<file path="src/rtl/fetch_pc_gen.sv">
// Fetch-stage next-PC generator: PC register, BTB-hit qualification and redirect handling.
// Define BHT_EN to qualify BTB hits with a bimodal table of 2-bit counters.
module fetch_pc_gen #(
  parameter int unsigned           ADDR_WIDTH  = 64,
  parameter logic [ADDR_WIDTH-1:0] RESET_ADDR  = '0,
  parameter int unsigned           BHT_ENTRIES = 64,
  parameter int unsigned           WAY_WIDTH   = 2
) (
  input  logic                  clk_i,
  input  logic                  arst_i,
  input  logic                  stall_fetch_i,
  input  logic                  redirect_i,
  input  logic [ADDR_WIDTH-1:0] redirect_addr_i,
  input  logic                  btb_hit_i,
  input  logic [ADDR_WIDTH-1:0] btb_target_i,
  input  logic [WAY_WIDTH-1:0]  btb_way_i,
  input  logic                  upd_en_i,
  input  logic [ADDR_WIDTH-1:0] upd_pc_i,
  input  logic                  upd_taken_i,
  output logic [ADDR_WIDTH-1:0] pc_o,
  output logic [ADDR_WIDTH-1:0] pc_plus4_o,
  output logic                  fetch_valid_o,
  output logic                  pred_taken_o,
  output logic [ADDR_WIDTH-1:0] pred_target_o,
  output logic [WAY_WIDTH-1:0]  pred_way_o
);

  localparam int unsigned IDX_W = $clog2(BHT_ENTRIES);

  logic pred_taken;

  assign pc_plus4_o    = pc_o + ADDR_WIDTH'(4);
  assign pred_taken_o  = pred_taken;
  assign pred_target_o = pred_taken ? btb_target_i : pc_plus4_o;
  assign pred_way_o    = btb_way_i;

  // NOTE: sequential state uses non-blocking assignments so every register
  // samples pre-edge values, independent of block ordering.
  always_ff @(posedge clk_i or posedge arst_i) begin
    if (arst_i) begin
      pc_o          <= RESET_ADDR;
      fetch_valid_o <= 1'b0;
    end else begin
      fetch_valid_o <= 1'b1;
      if (redirect_i) begin
        pc_o <= redirect_addr_i;
      end else if (!stall_fetch_i) begin
        pc_o <= pred_target_o;
      end
    end
  end

`ifdef BHT_EN
  logic [1:0]       bht_q [BHT_ENTRIES];
  logic [IDX_W-1:0] rd_idx;
  logic [IDX_W-1:0] upd_idx;
  logic             unused_upd_pc_bits;

  assign rd_idx             = pc_o[IDX_W+1:2];
  assign upd_idx            = upd_pc_i[IDX_W+1:2];
  assign unused_upd_pc_bits = ^{upd_pc_i[ADDR_WIDTH-1:IDX_W+2], upd_pc_i[1:0]};

  // Reads see the pre-edge counter, so a same-cycle update is not bypassed.
  assign pred_taken = btb_hit_i & bht_q[rd_idx][1];

  // NOTE: the counter array is reset element by element because every entry
  // must start weakly not-taken; this keeps it in flops rather than a RAM macro.
  always_ff @(posedge clk_i or posedge arst_i) begin
    if (arst_i) begin
      for (int i = 0; i < BHT_ENTRIES; i++) begin
        bht_q[i] <= 2'b01;
      end
    end else if (upd_en_i && !stall_fetch_i) begin
      if (upd_taken_i && (bht_q[upd_idx] != 2'b11)) begin
        bht_q[upd_idx] <= bht_q[upd_idx] + 2'b01;
      end else if (!upd_taken_i && (bht_q[upd_idx] != 2'b00)) begin
        bht_q[upd_idx] <= bht_q[upd_idx] - 2'b01;
      end
    end
  end
`else
  // The BTB only holds taken branches, so every hit is predicted taken.
  logic unused_upd;

  assign unused_upd = ^{upd_en_i, upd_pc_i, upd_taken_i};
  assign pred_taken = btb_hit_i;
`endif

endmodule

</file>
<file path="config.mk">
export PLATFORM = sky130hd
export DESIGN_NAME = fetch_pc_gen
export DESIGN_NICKNAME = d
export VERILOG_FILES = /design/src/rtl/fetch_pc_gen.sv
export SDC_FILE = /design/constraint.sdc
export NUM_CORES = 1
export LEC_CHECK = 0
export ABC_CLOCK_PERIOD_IN_PS = 3700
export CAP_MARGIN = 20
export CORE_AREA = 3 3 151 153
export DETAILED_ROUTE_END_ITERATION = 8
export DIE_AREA = 0 0 154 156
export PLACE_DENSITY = 0.63
export REMOVE_ABC_BUFFERS = 1
export SYNTH_ARGS = -nofsm -noshare
export SYNTH_HDL_FRONTEND = slang
export SYNTH_SLANG_ARGS = --single-unit
</file>
<file path="constraint.sdc">
create_clock -name clk_i -period 3.7 [get_ports clk_i]
set_clock_uncertainty 0.05 [all_clocks]
set_input_delay 0.74 -clock clk_i [delete_from_list [all_inputs] [get_ports clk_i]]
set_output_delay 0.74 -clock clk_i [all_outputs]
set_load 0.005 [all_outputs]
</file>
-- Word-level counts from Yosys, hierarchy flattened
Cells that the tools add are included.
- input bits: 201
- logic and storage cells: 7
- output and inout port bits: 196
- register bits: 65
- add/sub/neg operators: 1
- equal/unequal tests: 1
- muxes and demuxes: 3
- operator list (kind ; count):
    $mux W64 ; 3
    $add A64 B3 Y64 const B ; 1
    $ne A2 B1 Y1 const B ; 1

-- Logic depth before layout (Yosys ltp)
Gate-level depths: netlist (run 1).
- depth after elaboration: 4
- depth in mapped cells: 9

-- Worst setup path after synthesis (run 1)
OpenSTA, ideal clock, no wires.
- path kind: flip-flop to output port
- from: register pc_o[2]
- to: output pred_target_o[56]
- arrival time: 2.545 ns
- buffers on the path: 1
- required time: 2.910 ns
- path slack: 0.365 ns
- cell stages (with the launch flop): 9
- cell sequence: dfrtp_1 -> ha_1 -> nand4_1 -> or4_1 -> or4_1 -> buf_2 -> nor3_4 -> xor2_2 -> mux2_2
- word-level cells in the longest chain between the ends: 2
- RTL lines (what ; line ; source):
    from (decl) ; 20 ; output logic [ADDR_WIDTH-1:0] pc_o,
    from (signal assigned) ; 46 ; pc_o <= redirect_addr_i;
    from (signal assigned) ; 48 ; pc_o <= pred_target_o;
    $add A64 B3 Y64 ; 32 ; assign pc_plus4_o = pc_o + ADDR_WIDTH'(4);
    via pc_plus4_o[56] ; 21 ; output logic [ADDR_WIDTH-1:0] pc_plus4_o,
    $mux W64 ; 34 ; assign pred_target_o = pred_taken ? btb_target_i : pc_plus4_o;
    to (decl) ; 24 ; output logic [ADDR_WIDTH-1:0] pred_target_o,
The timed path passes the listed nets, and every way through them passes these cells.

-- Worst setup path after layout (run 1)
- from: register pc_o[3]
- to: output pred_target_o[50]
- word-level cells in the longest chain between the ends: 2
- RTL lines (what ; line):
    $add A64 B3 Y64 ; 32
    $mux W64 ; 34
No other way between the ends.

==> key figures, run 1 <==
Setup path
  – CP Max Fanout: 6
  – Crit. End Element: output pin
  – CP endpoint: pred_target_o[50]
  – Worst reg2reg startpoint: pc_o[3]
  – Crit start category: flop
  – CP bufs+invs: 4
  – Crit Path Class: flop to output pin
  – Crit-path leading delay family: simple AND/OR/NAND/NOR gates
  – CP max stage delay: 0.54 ns
  – Instance count on the critical path: 11
  – Slowest stage cell, crit path: or4_4
  – Required time worst endpoint: 2.91 ns
  – Most frequent CP cell: buf_6
  – Path depth of the worst reg2reg path: 11
  – R2R Path End: pc_o[56]
  – CP arrival: 3.07 ns
  – Crit path cell chain: ha_2 > nand4_1 > buf_6 > or4_4 > or4_4 > buf_12 > buf_6 > nor2_4 > xor2_2 > mux2_4 > buf_6
  – Setup slack, reg-to-reg: 0.62 ns
  – Crit. Startpoint: pc_o[3]

Synth
  – Number of synthesized flops with an enable pin: 0
  – Netlist cell types: 64
  – Area leader, netlist: dfrtp_1
  – Mapped Cells: 732
  – Synth Warn #: 0
  – Seq/Total Area, Yosys: 27.5%
  – Top post-synthesis cells by count: 69 x nand2_1, 65 x dfrtp_1, 55 x mux2_2, 51 x nor2_1, 49 x o21ai_0
  – Top area cells in the synthesized netlist: dfrtp_1 27%, mux2_2 10%, xor2_1 4.7%
  – Asr flop ratio synth: 100%
  – Seq cells post-synth: 65
  – Yosys top cell area share: 27.5%
  – Most frequent cell after synthesis: nand2_1
  – Syn_area_per_cell: 8.09 sq um
  – Commonest register cell after synthesis: dfrtp_1
  – Syn Std Cell Area: slightly below 6000 sq um

STA
  – Final hold violation count: 0
  – Unrepaired setup endpoints after global routing: true
  – FMAX: 0.259 GHz
  – Max_slew headroom: 33.7%
  – Final Cycle Share: 104%
  – Final setup vio count: 14
  – Period minus WS final: 3.86 ns
  – Worst Tran Pin Value: 0.991 ns
  – Worst setup margin: -0.163 ns
  – Pins over their slew limit: 0

Power
  – Pwr dens: 277 nW/um^2
  – Pleak: 4.92 nW
  – Max IR drop VDD: 203 uV
  – Pwr Total: approximately 3.2 mW

Finish
  – Layout Cell Area excl Fill: 11500 sq um
  – Synth-to-layout area growth: 95.0%
  – Final core utilization: 53.2%
  – Reg area: roughly 1600 sq um
  – Filler Cell Count: 2040
  – Share of layout cells above drive strength 1: 30.0%
  – Final net count: approximately 1400
  – Multi-input logic area: 4590 sq um
  – # diodes: 0

Placement
  – Port Buffers: 326
  – Post-detail-place hpwl: 22.7 mm
  – Gpl congestion: 0.889
  – Area after DPL: 10200 sq um

Clock tree
  – H-tree depth: 3
  – CTS tree: done
  – Clk Latency, worst-skew pair: between 0.3 and 0.4 ns
  – Clk slew on worst S/H paths: approximately 0.050 ns
  – CTS Buf Count: 9
  – Root Buffer: clkbuf_16
  – Clock buffer depth: 2
  – Clk sinks: 65
  – CTS hold repair buffers: 0

Hold path
  – Hold Path Cell Cnt: 2
  – Hold Crit Class: flop to flop

Route
  – DRT iter0 DRCs: 447
  – Vias per cell: 5.19
  – DRC errors left: 0
  – DR vias: between 7000 and 8000
  – WL/cell: 20.5 microns
  – Total Routed Length: 29.9 mm
  – Number of routed nets with antenna violations: 0
  – First-pass DRT Iterations: 5

Floorplanning
  – Top-level I/O count: 397
  – Die H: 156 microns
  – Area of the core: around 22000 sq um
  – Die X: 154 microns
  – Rows: 54
  – Die area: around 24000 sq um
  – Initial Util: 27.3%

Global routing
  – Grt ovf: 0
  – Global-route wire length before repair: approximately 44 mm
  – Number of global-route vias before repair: between 7000 and 8000
  – Largest net degree at the start of global routing: 53
  – Global-route usage over all layers: 23.5%
  – Antenna violations before repair: 0

Job
  – Max_cap viols: 0

Run status
  – Failing checks: setup timing
  – Status: finished with violations
## worst register-to-register path: stages (launching register included)
cell	delay [ns]
dfrtp_1	0.39
ha_2	0.21
nand4_1	0.09
buf_6	0.15
or4_4	0.50
or4_4	0.54
buf_12	0.17
nor3_4	0.19
xor2_2	0.11
buf_4	0.14
buf_4	0.12
a221o_1	0.31
## metrics by stage
| step | TNS (ns) | worst slack, ns | cells | hold WS, ns |
|---|---|---|---|---|
| after floorplan | 0 | 0.126 | 668 | 0.532 |
| after global placement | -1.05 | -0.146 | 1402 | 0.554 |
| after detailed placement | -1.31 | -0.173 | 1402 | 0.565 |
| after CTS | -1.30 | -0.190 | 1442 | 0.583 |
| after global routing | -3.26 | -0.270 | 1457 | 0.618 |
| final | -1.09 | -0.163 | 1457 | 0.573 |
## worst min path at each step
| stage | startpoint | end |
|---|---|---|
| after floorplan | pc_o[27] | pc_o[27] |
| after global placement | pc_o[58] | pc_o[58] |
| after detailed placement | pc_o[58] | pc_o[58] |
| after CTS | pc_o[58] | pc_o[58] |
| after global routing | pc_o[58] | pc_o[58] |
| final | pc_o[1] | pc_o[1] |
## cells in the final DEF, fill, tap and decap left out, drive strengths merged, types with 2 or more instances in the layout
cell	netlist	final
o21a	3	3
or3	7	7
o21ai	49	49
and2	7	7
clkinv	2	4
mux2i	25	25
nand3	36	36
dlymetal6s2s	0	11
clkbuf	47	17
nand4	27	27
or4	8	8
nor4	19	19
dlygate4sd2	0	12
clkdlybuf4s50	0	282
a211oi	5	5
xor2	33	33
nand2	69	69
a2bb2oi	2	2
and3	29	29
buf	17	185
nand2b	9	9
mux2	55	55
a311oi	2	2
o311a	4	4
nor2	51	51
a221o	14	14
nor3	35	35
xnor2	27	27
o31ai	4	4
a21oi	30	30
dfrtp	65	65
and4	8	8
inv	13	13
o31a	2	2
a31oi	5	5
## repair_timing
item / 4_1_cts / 5_1_grt
buffers inserted: 26 / 15
hold endpoints to repair: 0 / 0
pin swaps: 47 / 30
gates resized for setup: 184 / 59
setup endpoints to repair: 68 / 50
## sequential cells by signal (all words and copies together) (netlist names)
| register | count |
|---|---|
| pc_o | 64 |
| fetch_valid_o | 1 |
## kinds of logic (layout without fill, tap and decap cells)
family	after synthesis	in the layout	share of synthesized area, %
and+or+nand+nor	311	311	28.1
xor gates and xnor gates	60	60	9.00
adders and majority gates	1	1	0.211
other	1	1	0.0633
AOI/OAI and AO/OA	135	135	14.9
buffers and inverters	79	524	5.51
DFF	65	65	27.5
muxes	80	80	14.7
## layout make-up
| type | count | share of cell area [%] |
|---|---|---|
| inverter | 15 | 0.509 |
| multi-input combinational | 588 | 39.8 |
| tap | 280 | 3.03 |
| sequential | 65 | 14.1 |
| timing repair buffer | 493 | 40.0 |
| clock inverter | 2 | 0.0867 |
| clock buffer | 14 | 2.46 |
## routing by layer
| layer | GRT usage [%] | up-vias | routed length, microns |
|---|---|---|---|
| li1 | - | 3554 | - |
| met2 | 41.1 | 302 | 14900 |
| met1 | 29.1 | 3671 | 12300 |
| met4 | 5.76 | 0 | 473 |
| met5 | 0 | - | 0 |
| met3 | 6.07 | 30 | 2250 |
## where the power goes
group | switching, mW | internal, mW | leakage, nW | total (mW)
Combinational | 0.632 | 0.869 | 4.00 | 1.50
Sequential | 0.0618 | 0.787 | 0.771 | 0.849
Clock | 0.329 | 0.525 | 0.149 | 0.854
Note: power is estimated with default switching activity, not from simulation.
==> run 2, diff against run 1 <==
--- a/config.mk
+++ b/config.mk
@@ -10,8 +10,7 @@
 export CORE_AREA = 3 3 151 153
 export DETAILED_ROUTE_END_ITERATION = 8
 export DIE_AREA = 0 0 154 156
-export PLACE_DENSITY = 0.63
-export REMOVE_ABC_BUFFERS = 1
+export PLACE_DENSITY = 0.64
 export SYNTH_ARGS = -nofsm -noshare
 export SYNTH_HDL_FRONTEND = slang
 export SYNTH_SLANG_ARGS = --single-unit
==> constraint.sdc (replaced) <==
create_clock -name clk_i -period 3.7 [get_ports clk_i]
set_clock_uncertainty 0.05 [all_clocks]
set_input_delay 0.74 -clock clk_i [delete_from_list [all_inputs] [get_ports clk_i]]
set_output_delay 0.74 -clock clk_i [all_outputs]
set_load 0.01 [all_outputs]
==> key figures, run 2 (synthesis gave the netlist of run 1 again) <==
Run status
  – Status: finished with violations
  – Failing checks: setup timing

Setup path
  – CP Max Fanout: 5 (-1)
  – Setup slack, reg-to-reg: 0.71 ns (+0.09 ns)
  – Crit start category: flop
  – Required time worst endpoint: 2.91 ns (about the same)
  – CP arrival: 2.98 ns (-0.09 ns)
  – Worst reg2reg startpoint: pc_o[2]
  – R2R Path End: pc_o[56]
  – Crit. End Element: output pin
  – Crit Path Class: flop to output pin
  – CP endpoint: pred_target_o[56]
  – Crit. Startpoint: pc_o[2]
  – Path depth of the worst reg2reg path: 10 (-1)

Finish
  – Layout Cell Area excl Fill: 11500 sq um (-0.28%)
  – Most frequent cells in the layout: 260 x clkdlybuf4s50_1, 148 x buf_4, 67 x nand2_1
  – Final core utilization: 53.1% (-0.15 points)
  – Max reg flops: 64 (unchanged)
  – Leading cell type in the layout, fill and taps excluded: clkdlybuf4s50_1
  – Synth-to-layout area growth: 94.4%
  – Final net count: 1365 (-0.66%)
  – Top flop regs: pc_o (64), fetch_valid_o (1)
  – Share of layout cells above drive strength 1: 28.9% (-1.1 points)
  – Top reg by flops: pc_o
  – Filler Cell Count: 1999 (-2.0%)

Floorplanning
  – Area of the core: 21700 sq um (unchanged)
  – Top-level I/O count: 397 (unchanged)
  – Initial Util: 27.3% (unchanged)
  – Die X: 154 microns (unchanged)
  – Rows: 54 (unchanged)
  – Die H: 156 microns (unchanged)
  – Die area: 24000 sq um (unchanged)

Global routing
  – Largest net degree at the start of global routing: 50 (-5.7%)
  – Global-route usage over all layers: 23.9% (+0.33 points)
  – Antenna violations before repair: 1 (+1)
  – Number of global-route vias before repair: 7778 (+1.1%)
  – Grt ovf: 0 (unchanged)
  – Global-route wire length before repair: 45.5 mm (+2.3%)

Clock tree
  – CTS tree: done
  – Root Buffer: clkbuf_16
  – H-tree depth: 3 (unchanged)
  – Clock buffer depth: 2 (unchanged)
  – Clk slew on worst S/H paths: 0.06 ns (about the same)
  – CTS Buf Count: 9 (unchanged)
  – Clk sinks: 65 (unchanged)
  – CTS hold repair buffers: 0 (unchanged)
  – Clk Latency, worst-skew pair: 0.34 ns (about the same)

Route
  – Number of routed nets with antenna violations: 0 (unchanged)
  – Total Routed Length: 29.9 mm (about the same)
  – Vias per cell: 5.25 (+1.3%)
  – WL/cell: 20.6 microns (+0.46%)
  – DR vias: 7613 (+0.74%)
  – First-pass DRT Iterations: 5 (unchanged)
  – DRC errors left: 0 (unchanged)
  – DRT iter0 DRCs: 518 (+16%)

Hold path
  – HP Start: pc_o[50]
  – Hold Crit Class: flop to flop

STA
  – Period minus WS final: 3.77 ns (-0.0902 ns)
  – Pins over their slew limit: 0 (unchanged)
  – FMAX: 0.265 GHz (+2.4%)
  – Hold WS: 0.584 ns (+0.0115 ns)
  – Final Cycle Share: 102% (-2.4 points)
  – Worst setup margin: -0.0731 ns (+0.0902 ns)
  – Worst Tran Pin Value: 0.950 ns (-0.0406 ns)
  – Setup Total Neg Slack: -0.189 ns (+0.898 ns)
  – Max_slew headroom: 36.7% (+2.9 points)
  – Unrepaired setup endpoints after global routing: true
  – Final hold violation count: 0 (unchanged)
  – Final setup vio count: 4 (-10)

Power
  – Sw Share: 32.2% (+0.27 points)
  – Pleak: 5.04 nW (+2.4%)
  – Net Switching: 1.12 mW (+9.3%)
  – Max IR drop VDD: 191 uV (-6.0%)
  – Clk pwr share: 30.5% (+3.8 points)
  – Combinational power share: 45.1% (-1.8 points)
  – Seq pwr share: 24.4% (-2.1 points)
  – Pwr Total: 3.47 mW (+8.4%)
  – Pwr dens: 302 nW/um^2 (+8.7%)
  – Int Pwr: 2.36 mW (+8.0%)

Placement
  – Post-detail-place hpwl: 22.7 mm (+0.32%)
  – Area after DPL: 10300 sq um (+0.18%)
  – Gpl congestion: 0.890 (about the same)
  – Port Buffers: 326 (unchanged)

Synth
  – Synth Net Count: a little over 900

Job
  – Max_cap viols: 0 (unchanged)
==> run 2: cell count changes in the layout (fill, tap and decap cells not counted), sizes merged <==
cell and change:
dlygate4sd2 +14, clkdlybuf4s15 +3, clkdlybuf4s50 -22, clkbuf -4, bufinv +4, buf -15, dlymetal6s2s +11, diode +1
==> run 2: per-stage QoR <==
stage               worst slack, ns  instances
global route                 -0.167       1449
global placement             -0.145       1401
CTS                          -0.187       1437
floorplan                     0.235        732
detailed placement           -0.149       1402
finish                      -0.0731       1449
==> run 2: worst min path at each step <==
stage	slack, ns	to	cells after the start
after floorplan	0.57	pc_o[27]	2
after global placement	0.56	pc_o[50]	2
after detailed placement	0.56	pc_o[50]	2
after CTS	0.58	pc_o[50]	2
after global routing	0.61	pc_o[50]	2
final	0.58	pc_o[50]	2
==> run 2: final cells by class <==
| cell class | count | area, sq um | area share [%] |
|---|---|---|---|
| multi-input combinational | 588 | 4570 | 39.7 |
| timing repair buffer | 484 | 4540 | 39.4 |
| sequential | 65 | 1630 | 14.1 |
| tap | 280 | 350 | 3.04 |
| clock buffer | 10 | 229 | 1.99 |
| clock inverter | 6 | 130 | 1.13 |
| inverter | 15 | 58.8 | 0.511 |
| antenna | 1 | 2.50 | 0.0217 |
==> run 2: layer usage <==
metal	wire (microns)	global-route usage, %	part of all wire (%)
met4	691	7.44	2.3
met5	0	0	0
met1	12600	31.3	42
met2	14600	40.1	49
met3	1970	4.19	6.6
==> run 2: power groups by stage <==
stage / clock network [mW] / registers, mW / logic, mW
2_1_floorplan: 0 / 0.921 / 0.540
3_3_place_gp: 0 / 0.853 / 1.51
3_5_place_dp: 0 / 0.854 / 1.52
4_1_cts: 1.08 / 0.844 / 1.55
5_1_grt: 1.12 / 0.856 / 1.67
6_report: 1.06 / 0.847 / 1.57
==> run 2: worst max-delay path, cell delays in order, from the launching register on <==
cell	delay, ns
dfrtp_1	0.36
ha_2	0.18
nand4_1	0.17
or4_4	0.56
or4_4	0.50
buf_12	0.17
nor3_4	0.21
xor2_2	0.10
mux2_4	0.27
buf_6	0.12
==> run 2: what timing repair did <==
action | 4_1_cts | 5_1_grt
gates cloned | 0 | 0
pin swaps | 26 | 27
setup endpoints to repair | 64 | 54
buffers inserted | 19 | 11
gates resized for setup | 155 | 69
==> RTL edit, RTL diff (flow settings as in run 1) <==
Put a register stage on the outputs `pred_taken_o` and `pred_way_o`. The values now appear one clock later. The other outputs are not delayed to match.
--- a/src/rtl/fetch_pc_gen.sv
+++ b/src/rtl/fetch_pc_gen.sv
@@ -31,7 +31,9 @@
 
   assign pc_plus4_o    = pc_o + ADDR_WIDTH'(4);
-  assign pred_taken_o  = pred_taken;
   assign pred_target_o = pred_taken ? btb_target_i : pc_plus4_o;
-  assign pred_way_o    = btb_way_i;
+  always_ff @(posedge clk_i) begin
+    pred_taken_o <= pred_taken;
+    pred_way_o   <= btb_way_i;
+  end
 
   // NOTE: sequential state uses non-blocking assignments so every register
Behaviour: not the same (a bounded check fails within 4 cycles, from zero or initial values and one cycle with arst_i high).
==> RTL edit against run 1 <==
- combinational power fell by 7%
- routed wire length fell by 6.5%
- critical path type unchanged
- power fell by 2.2%
- cell area fell by 6.7%
- sequential cell count rose by 3
- setup slack improved by 220 ps
- critical endpoint is now pred_target_o[56]
- area after synthesis rose by 0.15%
- via count fell by 6.0%
==> RTL edit: results (changes against run 1) <==
| Metric | Value |
|---|---|
| Unique masters post-synth | `65 (+1.6%)` |
| Worst Hold Endpoint | `pc_o[39]$_DFFE_PP0P_` |
| Final hold slack | `579 ps (+6.69 ps)` |
| Largest net degree at the start of global routing | `72 (+36%)` |
| GP Congestion | `0.794 (-11%)` |
| Dpl cell area | `9850 um^2 (-3.8%)` |
| Layout cells sized above 1 | `24.2% (-5.8 points)` |
| Met2 track demand over resource | `37.8% (-3.3 points)` |
| Fillers | `2105 (+3.2%)` |
| Sw Pwr | `1.02 mW (-0.47%)` |
| Avg Vias per Cell | `5.11 (-1.4%)` |
| Reg-to-reg startpoint | `pc_o[51]$_DFFE_PP0P_` |
| R2r endpoint | `pc_o[60]$_DFFE_PP0P_` |
| Post-Route M1 WL | `12200 um (-0.63%)` |
| Post-DP HPWL | `21000 um (-7.4%)` |
| Cell family with most CP delay | `buffers and inverters` |
| Met3 Routed Length | `1840 um (-18%)` |
| Met2 WL | `13600 um (-8.8%)` |
| Outcome | `complete, no violations` |
| Sequential fraction of the synthesis area | `28.4% (+0.97 points)` |
| CP startpoint | `pc_o[32]$_DFFE_PP0P_` |
| Fin nets | `1306 (-4.9%)` |
| Maximum vdd drop | `194 uV (-4.5%)` |
| Fin cells | `1389 (-4.7%)` |
| Crit path max-delay cell type | `clkdlybuf4s50_1` |
| Leakage | `4.42 nW (-10%)` |
| Number of global-route vias before repair | `7216 (-6.2%)` |
| Ys async rst share | `95.6% (-4.4 points)` |
| Top flop regs | `pc_o x64, pred_way_o x2` |
| Synth area leaders | `dfrtp_1 (27%), mux2_2 (11%), nor2_1 (4.7%)` |
| Syn Inst Count | `710 (-3.0%)` |
| PortBufs | `330 (+1.2%)` |
| Slowest stage delay, CP | `490 ps (-50 ps)` |
| HP Start | `pc_o[39]$_DFFE_PP0P_` |
| Fmax | `275 MHz (+6.2%)` |
-- RTL edit: cell count changes after synthesis, moves of 8 or more --
cell / before / now
clkbuf_1: 47 / 37
nand2_1: 69 / 57
nand3_1: 36 / 21
nor2_1: 51 / 75
nor4_1: 17 / 9
-- RTL edit: final cells by class --
class	instances	area, um^2	area share (%)
Clock buffer	11	243	2.25
Clock inverter	5	27.5	0.256
Inverter	18	70.1	0.651
Multi-Input combinational cell	570	4250	39.5
Sequential cell	68	1700	15.8
Tap cell	280	350	3.25
Timing Repair Buffer	437	4120	38.3
-- RTL edit: cells by family after synthesis --
kind of cell,Yosys count,synth area share [%]
simple gates,287,26.1
compound gates,143,16.3
mux,78,14.4
buf+inv,72,5.53
flops,68,28.4
xor+xnor,60,8.99
fa+ha+maj,1,0.211
other cells,1,0.0632
-- RTL edit: repair_timing --
action                     in CTS  in global routing
setup endpoints to repair      51                 33
resized for setup              44                 34
pin swaps                      13                 21
buffers inserted               21                 17
